`src/rtl/laser_pulse_rx.sv`:
```
// laser_pulse_rx
// Receiver end of the laser timer link. Measures the length of every high run
// on the laser line and reports each finished run as either a valid shot
// (exactly PULSE_LEN high samples) or an error (any other length). A
// saturating counter tracks valid shots for status readout.
//
// Parameters:
//   PULSE_LEN  required high-run length in clk cycles (>= 1)
//   CNT_W      width of the valid-shot counter
//
// Ports:
//   clk    in   rising-edge clock
//   reset  in   asynchronous active-low reset
//   d      in   laser line
//   clr    in   synchronous clear of count (wins over an increment)
//   valid  out  one-cycle pulse, a run of exactly PULSE_LEN ended
//   err    out  one-cycle pulse, a run of the wrong length ended
//   busy   out  high while a run is being measured
//   count  out  saturating number of valid shots
//
// Build option:
//   LASER_RX_SYNC_EN  when defined, d passes through a 2-flop synchronizer
//                     (reset to 0) so it may be asynchronous; all detection
//                     latencies grow by 2 cycles.

module laser_pulse_rx #(
    parameter int PULSE_LEN = 3,
    parameter int CNT_W     = 8
) (
    input  logic             clk,
    input  logic             reset,
    input  logic             d,
    input  logic             clr,
    output logic             valid,
    output logic             err,
    output logic             busy,
    output logic [CNT_W-1:0] count
);

    localparam int WW = $clog2(PULSE_LEN + 2);

    localparam logic [1:0] IDLE = 2'd0;
    localparam logic [1:0] HIGH = 2'd1;
    localparam logic [1:0] LONG = 2'd2;

    localparam logic [WW-1:0]    PULSE_W = WW'(PULSE_LEN);
    localparam logic [WW-1:0]    LONG_W  = WW'(PULSE_LEN + 1);
    localparam logic [WW-1:0]    ONE_W   = WW'(1);
    localparam logic [CNT_W-1:0] CNT_MAX = '1;
    localparam logic [CNT_W-1:0] CNT_ONE = CNT_W'(1);

    logic             dSample;
    logic [1:0]       state_q, state_d;
    logic [WW-1:0]    width_q, width_d;
    logic             valid_q, valid_d;
    logic             err_q, err_d;
    logic [CNT_W-1:0] count_q, count_d;

`ifdef LASER_RX_SYNC_EN
    logic sync1_q, sync2_q;

    // Two-flop synchronizer; run lengths are preserved, only delayed.
    always_ff @(posedge clk or negedge reset) begin
        if (!reset) begin
            sync1_q <= 1'b0;
            sync2_q <= 1'b0;
        end else begin
            sync1_q <= d;
            sync2_q <= sync1_q;
        end
    end

    assign dSample = sync2_q;
`else
    assign dSample = d;
`endif

    // Run-length FSM. The edge that samples the terminating 0 returns to IDLE
    // and reports the run, so a single low sample between runs is enough.
    // LONG holds width at PULSE_LEN+1 so the counter never grows further.
    always_comb begin
        state_d = state_q;
        width_d = width_q;
        valid_d = 1'b0;
        err_d   = 1'b0;
        case (state_q)
            IDLE: begin
                if (dSample) begin
                    state_d = HIGH;
                    width_d = ONE_W;
                end
            end
            HIGH: begin
                if (dSample) begin
                    if (width_q < PULSE_W) begin
                        width_d = width_q + ONE_W;
                    end else begin
                        state_d = LONG;
                        width_d = LONG_W;
                    end
                end else begin
                    state_d = IDLE;
                    width_d = '0;
                    if (width_q == PULSE_W) begin
                        valid_d = 1'b1;
                    end else begin
                        err_d = 1'b1;
                    end
                end
            end
            LONG: begin
                if (!dSample) begin
                    state_d = IDLE;
                    width_d = '0;
                    err_d   = 1'b1;
                end
            end
            default: begin
                state_d = IDLE;
                width_d = '0;
            end
        endcase
    end

    // Shot counter: clr beats a same-cycle increment, and the count sticks
    // at all-ones instead of wrapping.
    always_comb begin
        count_d = count_q;
        if (clr) begin
            count_d = '0;
        end else if (valid_d && (count_q != CNT_MAX)) begin
            count_d = count_q + CNT_ONE;
        end
    end

    // Reset is asynchronous so a partial run is dropped without any report.
    always_ff @(posedge clk or negedge reset) begin
        if (!reset) begin
            state_q <= IDLE;
            width_q <= '0;
            valid_q <= 1'b0;
            err_q   <= 1'b0;
            count_q <= '0;
        end else begin
            state_q <= state_d;
            width_q <= width_d;
            valid_q <= valid_d;
            err_q   <= err_d;
            count_q <= count_d;
        end
    end

    assign valid = valid_q;
    assign err   = err_q;
    assign busy  = (state_q != IDLE);
    assign count = count_q;

endmodule
```
`config.mk`:
```
export PLATFORM = sky130hd
export DESIGN_NAME = laser_pulse_rx
export DESIGN_NICKNAME = d
export VERILOG_FILES = /design/src/rtl/laser_pulse_rx.sv
export SDC_FILE = /design/constraint.sdc
export NUM_CORES = 1
export LEC_CHECK = 0
export BUFFER_PORTS_ARGS = -buffer_cell sky130_fd_sc_hd__buf_4
export CAP_MARGIN = 20
export CORE_UTILIZATION = 30
export DETAILED_ROUTE_END_ITERATION = 10
export PLACE_DENSITY_LB_ADDON = 0.3
export RECOVER_POWER = 25
export SLEW_MARGIN = 20
export SYNTH_ARGS = -nofsm -noshare
export SYNTH_HDL_FRONTEND = slang
export SYNTH_SLANG_ARGS = --single-unit
```
`constraint.sdc`:
```
create_clock -name clk -period 1.6 [get_ports clk]
set_input_delay 0.24 -clock clk [delete_from_list [all_inputs] [get_ports clk]]
set_output_delay 0.24 -clock clk [all_outputs]
set_load 0.01 [all_outputs]
```
==> results of run 1 <==
[routing by layer]
layer  up-vias  part of all wire [%]
li1        363                     -
met1       327                    49
met2        14                    44
met3         5                   2.9
met4         0                   3.2
met5         -                     0
[power groups by stage]
| stage | clock network (mW) | logic, mW | registers, mW |
|---|---|---|---|
| after floorplan | 0 | 0.368 | 0.506 |
| after global placement | 0 | 0.616 | 0.493 |
| after detailed placement | 0 | 0.634 | 0.495 |
| after CTS | 0.231 | 0.667 | 0.483 |
| after global routing | 0.250 | 0.844 | 0.495 |
| final | 0.224 | 0.760 | 0.489 |
[cell type report]
cell class | instances | area [sq um]
multi-input cells | 61 | 475
repair buffers | 26 | 194
inverters | 7 | 31.3
clock buffers | 4 | 26.3
flip-flops and latches | 15 | 375
fillers | 264 | 1430
well taps | 30 | 37.5
[state kept, by name, summed over array words and instances (netlist names)]
| register | count |
|---|---|
| count | 8 |
| err | 1 |
| state_q | 2 |
| valid | 1 |
| width_q | 3 |
[cell usage in the layout, fill, tap and decap left out, types with 2 or more instances in the layout]
master	netlist	layout
a21oi_1	5	5
a22o_1	4	4
a31oi_1	3	3
and3_1	2	2
buf_4	0	24
clkbuf_1	0	2
clkbuf_4	0	3
dfrtp_1	15	15
ha_1	7	2
ha_2	0	3
ha_4	0	2
inv_1	6	4
inv_2	0	2
nand2_1	5	5
nor2_1	8	8
nor3_1	2	2
o211ai_1	2	2
o21ai_0	4	4
xor2_1	3	3
[cell families after synthesis]
kind of cell             after synthesis  share of synthesized area [%]
AND/OR/NAND/NOR                       25                           16.5
AO/OA/AOI/OAI                         24                           19.2
flip-flops                            15                           44.6
buffers and inverters                  8                           3.71
adder cells (fa/ha/maj)                7                           10.4
XOR/XNOR                               3                           3.12
multiplexers                           2                           2.53
[how the worst max path moves through the flow]
stage               start         end  slack, ns  depth (start not counted)
6_report       state_q[1]  state_q[0]       0.07                          5
3_3_place_gp   state_q[0]  state_q[0]       0.09                          6
4_1_cts        state_q[1]  state_q[0]       0.02                          6
3_5_place_dp   state_q[0]  state_q[0]      0.008                          6
2_1_floorplan  state_q[1]  state_q[0]       0.05                          6
5_1_grt        state_q[1]    count[5]     -0.005                          7
[critical path: stages (launching register included)]
cell and delay, ns:
dfrtp_1 0.41, buf_4 0.15, ha_1 0.19, a21o_1 0.17, a31oi_1 0.16, mux2_2 0.35
[per-stage QoR]
step,hold slack (ns),cells,utilization [%]
4_1_cts,0.168,139,41.7
2_1_floorplan,-0.0556,84,-
6_report,0.179,143,44.4
3_3_place_gp,0.110,133,40.0
5_1_grt,0.170,143,44.4
3_5_place_dp,0.110,133,40.0
[timing repair]
item                                    4_1_cts  5_1_grt
endpoints found under the hold margin        15        0
hold buffers                                  1        0
gates resized for setup                       0       13
cloned                                        0        0
endpoints found under the setup margin        1        5
buffers inserted                              1        4
pin swaps                                     0        2
==> results.env, run 1 <==
GR-USAGE-MET2_PCT=20.9
GRT_USE_MET1_PCT=20.5
MOST_AREA_CONSUMING_CELLS_AFTER_SYNTHESIS='dfrtp_1 45%, ha_1 10%, a22o_1 4.2%'
STATUS='finished clean'
CP-START-KIND='flop'
DIEAREA_SQ_UM=3020
ANTENNA_FOUND_INITIAL=0
ROW_COUNT=18
BUFFER_PORTS.INSERTED=14
DRTPASS1ITERATIONS=4
PLACE_CONGESTION=0.729
NUMBER_OF_PORTS_PLACED_ON_THE_DIE_BOUNDARY=15
LAYOUT_SETUP_WS_NS=0.0731
FINAL-MAX-SLEW-VIOLATION-COUNT=0
SYNTH.DISTINCT_CELLS=30
DETAIL_ROUTE.DRC_VIOLATIONS=0
RRSETUPSLACK_NS=0.07
REMAINING_ANTENNA_VIOLATION_COUNT=0
PATH_CLK_SLEW_NS=0.09
GRT_UTIL_ALL_LAYERS_PCT=14.8
POWER.INTERNAL_uW=948
P_LEAK_nW=0.559
SYNTH_AREA_LEADER_CELL='dfrtp_1'
DP_HPWL_MM=1.23
P_PER_AREA_nW_PER_UM2=1290
WORST_CLOCK_SKEW_NS=0.00535
WORST_EP_REQUIRED_TIME_NS=1.78
LARGEST_NET_DEGREE_AT_THE_START_OF_GLOBAL_ROUTING=16
FINALPOWER_mW=1.47
COREAREA_SQ_UM=2570
REGTOREGENDPOINT='state_q[0]'
WIRE_LENGTH_OF_THE_FIRST_GLOBAL_ROUTING_PASS_MM=3.08
TIMING.CRITICAL_PATH.FANOUT_MAX=3
VIA_DENSITY_PER_INSTANCE=4.96
NUMBER_OF_H_TREE_LEVELS=1
WORST_IR_DROP_ON_VDD_mV=0.708
FINAL_AREA_SQ_UM=1140
NUMBER_OF_DIODES_ADDED_FOR_ANTENNA_FIXING=0
TIMING_WORST_SLEW_PIN_VALUE_NS=0.803
SEQ_POWER_SHARE_PCT=33.2
YOSYS-TOP-CELLS-COUNT='15 x dfrtp_1, 8 x nor2_1, 7 x ha_1, 6 x inv_1'
OVERALL_VIA_COUNT_FROM_DETAIL_ROUTE=709
YS_DOMINANT_REG_CELL='dfrtp_1'
HOLD_END='count[5]'
START_UTIL_PCT=32.8
WORSTSKEWPAIRLATENCY_NS=0.29
CRITICAL_PATH_CLASS='reg2reg'
REPORT.FINAL.HOLD_VIOL_COUNT=0
WHS_PATH_DEPTH=2
MAX_CAP_VIOL_COUNT=0
DPL_WORST_SLACK_NS=0.00846
POST-ROUTE-PERIOD-UTIL_PCT=95.4
SYNTHESIS_WARNING_TOTAL=0
SYNTHARSTFLOPSHARE_PCT=100
WIRE_PER_INST_UM=12.2
WIRELENGTH_MM=1.75
TIMING.SETUP.TNS_NS=0
AREA_GROWTH_PCT=35.4
PWR-SHARE-COMB_PCT=51.6
GLOBALROUTEMET3UTIL_PCT=1.64
NETLIST_INSTANCES=84
EDFF_COUNT_SYNTH=0
POWER_SWITCHING_uW=525
ELEMENT_TYPE_AT_THE_CRITICAL_PATH_END='flop'
SYNTH_AREA_SQ_UM=842
GRT_REMAINING_OVERFLOW=0
POST_SYNTHESIS_SEQUENTIAL_AREA_RATIO_PCT=44.6
NETSWITCHINGFRACTION_PCT=35.7
CLOCK_POWER_SHARE_PCT=15.2
TIMING.REG2REG.WORST_PATH_DEPTH=5
CTS_BUFFER_DEPTH=2
CRITICAL_PATH_ARRIVAL_NS=1.71
HOLD_CLASS='in2reg'
GRT_PASS1_VIAS=690
WORST_HOLD_STARTPOINT='clr'
FINAL_NETS=125
FINALSETUPVIOLCOUNT=0
FP.DIEH_UM=55.0
MAX_FREQ_GHz=0.655
TIMING.RR.START='state_q[1]'
POST_SYNTH.CELL_AREA_AVG_SQ_UM=10.0
TRITONCTS='yes'
CLOCK_BUFFER_COUNT_FROM_CTS=3
YOSYS_REGISTER_BITS=15
SYNTHDOMINANTCELLAREASHARE_PCT=44.6
ROOT_BUFFER_CELL='clkbuf_4'
YOSYSMOSTFREQUENTCELL='dfrtp_1'
SYNTHESIS.NETS=95
FINAL_PERIOD_MINUS_WORST_SETUP_SLACK_NS=1.53
DRT_FIRST_ITER_VIOLATIONS=12
FRACTION_OF_LAYOUT_INSTANCES_USING_A_DRIVE_STRENGTH_ABOVE_1_PCT=35.4
CLOCK_SINK_COUNT=15
DIE_WIDTH_UM=55.0
TOP_USAGE_LAYER='met2'
SLEW_HEADROOM_PCT=46.5
DETAILED_PLACE.AREA_SQ_UM=1030
(Power assumes the default switching activity.)
==> run 2: changes to the inputs <==
- ABC_AREA: unset -> 1
==> run 2 against run 1 <==
Net effect: hold slack lost 0.024 ns; largest cell class unchanged; maximum frequency grew 4.2%; first-iteration DRC count is the same; sequential share of layout area grew 0.29 points; wire length grew 6.7%.
==> results.env, run 2 <==
P_LEAK_nW=0.556  # -0.49%
COMBINED_AREA_OF_THE_MULTI_INPUT_LOGIC_CELLS_SQ_UM=514  # +8.2%
MOST_AREA_CONSUMING_CELLS_AFTER_SYNTHESIS='dfrtp_1 40%, nand2_1 12%, ha_1 9.3%'
SETUP.WORST_PATH.START='state_q[0]'
WIRE_LENGTH_OF_THE_FIRST_GLOBAL_ROUTING_PASS_MM=3.11  # +0.68%
P_PER_AREA_nW_PER_UM2=996  # -23%
GRT_PASS1_VIAS=742  # +7.5%
FRACTION_OF_LAYOUT_INSTANCES_USING_A_DRIVE_STRENGTH_ABOVE_1_PCT=20.6  # -15 points
UNREPAIRED_SETUP_ENDPOINTS_AFTER_GLOBAL_ROUTING='false'
SYNTH.DISTINCT_CELLS=20  # -33%
MAX_CAP_VIOL_COUNT=0  # unchanged
EDFF_COUNT_SYNTH=0  # unchanged
WORST_EP_REQUIRED_TIME_NS=1.36  # -0.42 ns
ROW_COUNT=19  # +1
FP.DIEH_UM=58.1  # +5.6%
LARGEST_REGISTER_FFS=8  # unchanged
LAYOUTNONFILLERINSTCOUNT=178  # +24%
SYNTHESIS.NETS=129  # +36%
VIA_DENSITY_PER_INSTANCE=4.51  # -9.1%
WORST_IR_DROP_ON_VDD_mV=0.697  # -1.6%
DETAIL_ROUTE.DRC_VIOLATIONS=0  # unchanged
CLOCK_SINK_COUNT=15  # unchanged
DP_HPWL_MM=1.45  # +18%
WORST_CLOCK_SKEW_NS=0.00512  # -0.000228 ns
LAYOUT.CELLS.MOST_COMMON='nand2_1'
YOSYSMOSTFREQUENTCELL='nand2_1'
ANTENNA_FOUND_INITIAL=0  # unchanged
REMAINING_ANTENNA_VIOLATION_COUNT=0  # unchanged
TOPROUTINGLAYERUSED='met3'
DPL_WORST_SLACK_NS=0.168  # +0.159 ns
NUMBER_OF_PORTS_PLACED_ON_THE_DIE_BOUNDARY=15  # unchanged
WORST_HOLD_STARTPOINT='d'
DRT_FIRST_ITER_VIOLATIONS=12  # unchanged
POST-ROUTE-PERIOD-UTIL_PCT=91.6  # -3.9 points
WORSTSKEWPAIRLATENCY_NS=0.29  # about the same
CRITICAL_PATH_ARRIVAL_NS=1.22  # -0.49 ns
GRT_REMAINING_OVERFLOW=0  # unchanged
SYNTHESIS_WARNING_TOTAL=0  # unchanged
GRT_UTIL_ALL_LAYERS_PCT=12.0  # -2.8 points
BUFFER_PORTS.INSERTED=14  # unchanged
NUMBER_OF_H_TREE_LEVELS=1  # unchanged
FINAL_PERIOD_MINUS_WORST_SETUP_SLACK_NS=1.46  # -0.0619 ns
WIRE_PER_INST_UM=10.5  # -14%
SYNTHARSTFLOPSHARE_PCT=100  # unchanged
DIEAREA_SQ_UM=3370  # +12%
START_UTIL_PCT=32.8  # about the same
MAX_FREQ_GHz=0.683  # +4.2%
TIMING.SETUP.TNS_NS=0  # unchanged
NUMBER_OF_DIODES_ADDED_FOR_ANTENNA_FIXING=0  # unchanged
DRTPASS1ITERATIONS=5  # +1
CTS_BUFFER_DEPTH=2  # unchanged
POST_SYNTHESIS_SEQUENTIAL_AREA_RATIO_PCT=39.8  # -4.8 points
AREA_GROWTH_PCT=19.8
FINAL-MAX-SLEW-VIOLATION-COUNT=0  # unchanged
LAYOUT_SETUP_WS_NS=0.135  # +0.0619 ns
LARGEST_NET_DEGREE_AT_THE_START_OF_GLOBAL_ROUTING=16  # unchanged
YOSYS_REGISTER_BITS=15  # unchanged
DR_WL_MET3_UM=107  # +110%
TIMING.CRITICAL_PATH.FANOUT_MAX=3  # unchanged
SYNTH_AREA_SQ_UM=943  # +12%
TRITONCTS='yes'
WIRELENGTH_MM=1.86  # +6.7%
CP-START-KIND='flop'
YS_DOMINANT_REG_CELL='dfrtp_1'
WIRELENGTH_MET1_UM=827  # -4.3%
ROOT_BUFFER_CELL='clkbuf_4'
MET2_LENGTH_UM=928  # +20%
REPORT.FINAL.HOLD_VIOL_COUNT=0  # unchanged
SYNTHDOMINANTCELLAREASHARE_PCT=39.8  # -4.8 points
FINALSETUPVIOLCOUNT=0  # unchanged
TIMING.RR.START='state_q[1]'
PATH_CLK_SLEW_NS=0.10  # about the same
STATUS='finished clean'
CLOCK_BUFFER_COUNT_FROM_CTS=3  # unchanged
POST_SYNTH.CELL_AREA_AVG_SQ_UM=7.99  # -20%
CRITICAL_PATH_CLASS='reg2out'
NUMPLACEDINSTANCES=173  # +30%
DIE_WIDTH_UM=58.1  # +5.6%
SYNTH_AREA_LEADER_CELL='dfrtp_1'
ELEMENT_TYPE_AT_THE_CRITICAL_PATH_END='primary output'
PLACE_CONGESTION=0.785  # +7.7%
LAYOUT.AREA.SEQ_SQ_UM=375  # unchanged
OVERALL_VIA_COUNT_FROM_DETAIL_ROUTE=802  # +13%
YOSYS-TOP-CELLS-COUNT='31 x nand2_1, 16 x nand3_1, 15 x dfrtp_1, 13 x inv_1, 12 x nor2_1'
SLEW_HEADROOM_PCT=45.1  # -1.4 points
LAYOUT.CELLS.MOST_COMMON_LIST='31 x nand2_1, 16 x nand3_1, 15 x dfrtp_1'
HOLD_CLASS='in2reg'
NETLIST_INSTANCES=118  # +40%
FINAL_NETS=148  # +18%
TIMING_WORST_SLEW_PIN_VALUE_NS=0.823  # +0.0208 ns
FINAL.FILL_COUNT=298  # +13%
COREAREA_SQ_UM=2880  # +12%
run 2: critical path, cell delays in order, from the launching register on:
cell,delay (ns)
dfrtp_1,0.41
inv_1,0.11
ha_1,0.22
inv_1,0.05
buf_4,0.14
run 2: layout make-up:
cell class,instances,share of cell area [%]
multi-input combinational,89,45.5
sequential,15,33.2
timing repair buffer,15,9.86
tap,42,4.65
inverter,13,4.32
clock buffer,3,1.99
clock inverter,1,0.443
run 2: final timing paths:
kind,end,slack (ns),cells past startpoint
max,busy,0.14,4
min,err,0.15,2
max reg2reg,count[6],0.15,8
min reg2reg,state_q[1],0.52,2
max in group asynchronous,count[4],0.53,2
min in group asynchronous,width_q[2],0.56,2
run 2: what timing repair did:
item                      4_1_cts  5_1_grt
hold buffers                    1        0
setup buffers                   0        0
resized for setup               0        0
hold endpoints to repair       15        0
run 2: kinds of logic (layout without fill, tap and decap cells):
kind of cell	count (synthesis)	in the layout	share of synthesized area, %
AO/OA/AOI/OAI	9	9	5.84
XOR/XNOR	2	2	1.86
AND/OR/NAND/NOR	71	71	37.5
buffers and inverters	14	32	5.70
adder cells (fa/ha/maj)	7	7	9.28
flip-flops	15	15	39.8
run 2: per-stage QoR:
stage	utilization, %	cell area, sq um	total power [mW]	hold WS, ns
after floorplan	-	943	0.783	-0.0556
after global placement	38.1	1100	0.897	0.112
after detailed placement	38.1	1100	0.915	0.109
after CTS	39.4	1130	1.15	0.137
after global routing	39.3	1130	1.22	0.141
final	39.3	1130	1.13	0.155
run 2: metal layers:
layer / vias to the layer above / GRT usage, %
li1: 415 / -
met1: 366 / 14.4
met2: 21 / 20.7
met3: 0 / 4.69
met4: 0 / 2.04
met5: - / 0
run 2: power by group:
part / internal (mW) / leakage [nW] / switching (mW) / total, mW
Clock: 0.0930 / 0.0177 / 0.132 / 0.225
Combinational: 0.166 / 0.334 / 0.244 / 0.410
Sequential: 0.444 / 0.204 / 0.0456 / 0.490
Total: 0.704 / 0.556 / 0.422 / 1.13
==> run 3: changes to the inputs <==
- CORE_MARGIN: unset -> 2
- CORE_UTILIZATION: 30 -> 45
- SKIP_LAST_GASP: unset -> 1
==> run 3 against run 2 <==
Net effect: combinational power rose by 3%; sequential share of layout area grew 0.60 points; clock power shrank 7%; via count grew 1.7%; global-route usage up 5.2 points; wire length increased by 0.27%; cell area fell by 1.8%; utilization grew 17 points; die area is 27% lower; power about the same; critical path type unchanged; largest power group unchanged.
==> results.env, run 3 (synthesis results as in run 2) <==
WIRE_PER_INST_UM=11.5  # +9.5%
WIRELENGTH_MM=1.87  # +0.27%
WORST_CLOCK_SKEW_NS=0.000518  # -0.00460 ns
BUFFER_PORTS.INSERTED=14  # unchanged
GRT_REMAINING_OVERFLOW=0  # unchanged
ROOT_BUFFER_CELL='clkbuf_4'
TIMING.RR.START='state_q[1]'
CRITICAL_PATH_ARRIVAL_NS=1.23  # about the same
CRITICAL_PATH_CLASS='reg2out'
CTS_BUFFER_DEPTH=2  # unchanged
WORST_EP_REQUIRED_TIME_NS=1.36  # about the same
TIMING_WORST_SLEW_PIN_VALUE_NS=0.855  # +0.0312 ns
NUMBER_OF_H_TREE_LEVELS=1  # unchanged
NUMBER_OF_DIODES_ADDED_FOR_ANTENNA_FIXING=0  # unchanged
COREAREA_SQ_UM=1960  # -32%
TOPROUTINGLAYERUSED='met4'
END_OF_FLOW_CORE_UTILIZATION_PCT=56.6  # +17 points
TRITONCTS='yes'
WHS_PATH_DEPTH=2  # unchanged
LARGEST_NET_DEGREE_AT_THE_START_OF_GLOBAL_ROUTING=16  # unchanged
DRTPASS1ITERATIONS=5  # unchanged
CLOCK_BUFFER_COUNT_FROM_CTS=3  # unchanged
DR_WL_MET3_UM=72  # -33%
PLACE_CONGESTION=0.898  # +14%
FP.DIEH_UM=49.8  # -14%
TIMING.REG2REG.WORST_PATH_DEPTH=8  # unchanged
DRT_FIRST_ITER_VIOLATIONS=10  # -2
NUMBER_OF_PORTS_PLACED_ON_THE_DIE_BOUNDARY=15  # unchanged
TIMING.SETUP.TNS_NS=0  # unchanged
PATH_CLK_SLEW_NS=0.08  # -0.02 ns
ELEMENT_TYPE_AT_THE_CRITICAL_PATH_END='primary output'
FINAL.FILL_COUNT=201  # -33%
SETUP.WORST_PATH.START='state_q[1]'
SLEW_HEADROOM_PCT=43.0  # -2.1 points
WIRE_LENGTH_OF_THE_FIRST_GLOBAL_ROUTING_PASS_MM=3.15  # +1.3%
POST-ROUTE-PERIOD-UTIL_PCT=91.8  # +0.21 points
WORSTSKEWPAIRLATENCY_NS=0.27  # -0.02 ns
WORST_IR_DROP_ON_VDD_mV=0.689  # -1.1%
DETAIL_ROUTE.DRC_VIOLATIONS=0  # unchanged
LAYOUT.AREA.SEQ_SQ_UM=375  # unchanged
GRT_PASS1_VIAS=769  # +3.6%
FINAL_NETS=148  # unchanged
DP_HPWL_MM=1.46  # +0.12%
REPORT.FINAL.HOLD_VIOL_COUNT=0  # unchanged
LAYOUT.CELLS.MOST_COMMON_LIST='31 x nand2_1, 16 x nand3_1, 15 x dfrtp_1'
AREA_GROWTH_PCT=17.6
LAYOUT.CELLS.MOST_COMMON='nand2_1'
WIRELENGTH_MET1_UM=833  # +0.73%
STATUS='finished clean'
VIA_DENSITY_PER_INSTANCE=5.01  # +11%
COMBINED_AREA_OF_THE_MULTI_INPUT_LOGIC_CELLS_SQ_UM=514  # unchanged
OVERALL_VIA_COUNT_FROM_DETAIL_ROUTE=816  # +1.7%
P_PER_AREA_nW_PER_UM2=1010  # +1.8%
FRACTION_OF_LAYOUT_INSTANCES_USING_A_DRIVE_STRENGTH_ABOVE_1_PCT=19.9  # -0.74 points
HOLD_CLASS='in2reg'
REMAINING_ANTENNA_VIOLATION_COUNT=0  # unchanged
ROW_COUNT=16  # -3
WORST_HOLD_STARTPOINT='d'
FINAL_PERIOD_MINUS_WORST_SETUP_SLACK_NS=1.47  # +0.00338 ns
LARGEST_REGISTER_FFS=8  # unchanged
DIE_WIDTH_UM=49.8  # -14%
FINALSETUPVIOLCOUNT=0  # unchanged
START_UTIL_PCT=48.1  # +15 points
MET2_LENGTH_UM=931  # +0.32%
ANTENNA_FOUND_INITIAL=0  # unchanged
FINAL-MAX-SLEW-VIOLATION-COUNT=0  # unchanged
MAX_CAP_VIOL_COUNT=0  # unchanged
UNREPAIRED_SETUP_ENDPOINTS_AFTER_GLOBAL_ROUTING='false'
GRT_UTIL_ALL_LAYERS_PCT=17.3  # +5.2 points
TIMING.CRITICAL_PATH.FANOUT_MAX=3  # unchanged
MAX_FREQ_GHz=0.681  # -0.23%
DIEAREA_SQ_UM=2480  # -27%
CP-START-KIND='flop'
POST-CTS-SETUP-BUFFERS=0  # unchanged
P_LEAK_nW=0.553  # -0.49%
CLOCK_SINK_COUNT=15  # unchanged
[run 3: power breakdown]
part	leakage [nW]	internal, mW	switching (mW)
Sequential	0.204	0.445	0.0484
Combinational	0.334	0.168	0.254
Clock	0.0150	0.0966	0.113
[run 3: critical path, stage by stage (launching register included)]
cell and delay [ns]:
dfrtp_1 0.42, inv_1 0.12, ha_1 0.22, inv_1 0.06
buf_4 0.14
[run 3: metal layers]
layer	track usage (%)	vias to the layer above
li1	-	416
met1	19.4	375
met2	29.1	21
met3	3.64	4
met4	11.6	0
met5	0	-
[run 3: what timing repair did]
action / CTS / global route
gates resized for setup: 0 / 0
hold endpoints to repair: 15 / 0
hold buffers: 1 / 0
[run 3: final timing paths]
check / end / slack (ns)
max in group asynchronous: state_q[1] / 0.50
hold reg to reg: state_q[0] / 0.52
setup / recovery: busy / 0.13
hold / removal: err / 0.18
setup reg to reg: count[1] / 0.15
min in group asynchronous: count[6] / 0.58
[run 3: area by class of cell]
type | instances | area share, %
tap | 27 | 3.04
clock buffer | 4 | 2.37
inverter | 13 | 4.40
sequential | 15 | 33.8
timing repair buffer | 15 | 10.0
multi-input combinational | 89 | 46.3
[run 3: stage by stage]
step                      setup slack (ns)  cells  cell area (sq um)  hold WS, ns  total power, mW
after floorplan                      0.321    118                943      -0.0556            0.783
after global placement               0.219    158               1080        0.109            0.895
after detailed placement             0.154    158               1080        0.107            0.921
after CTS                            0.119    163               1110        0.168             1.14
after global routing                0.0126    163               1110        0.173             1.23
final                                0.132    163               1110        0.181             1.12
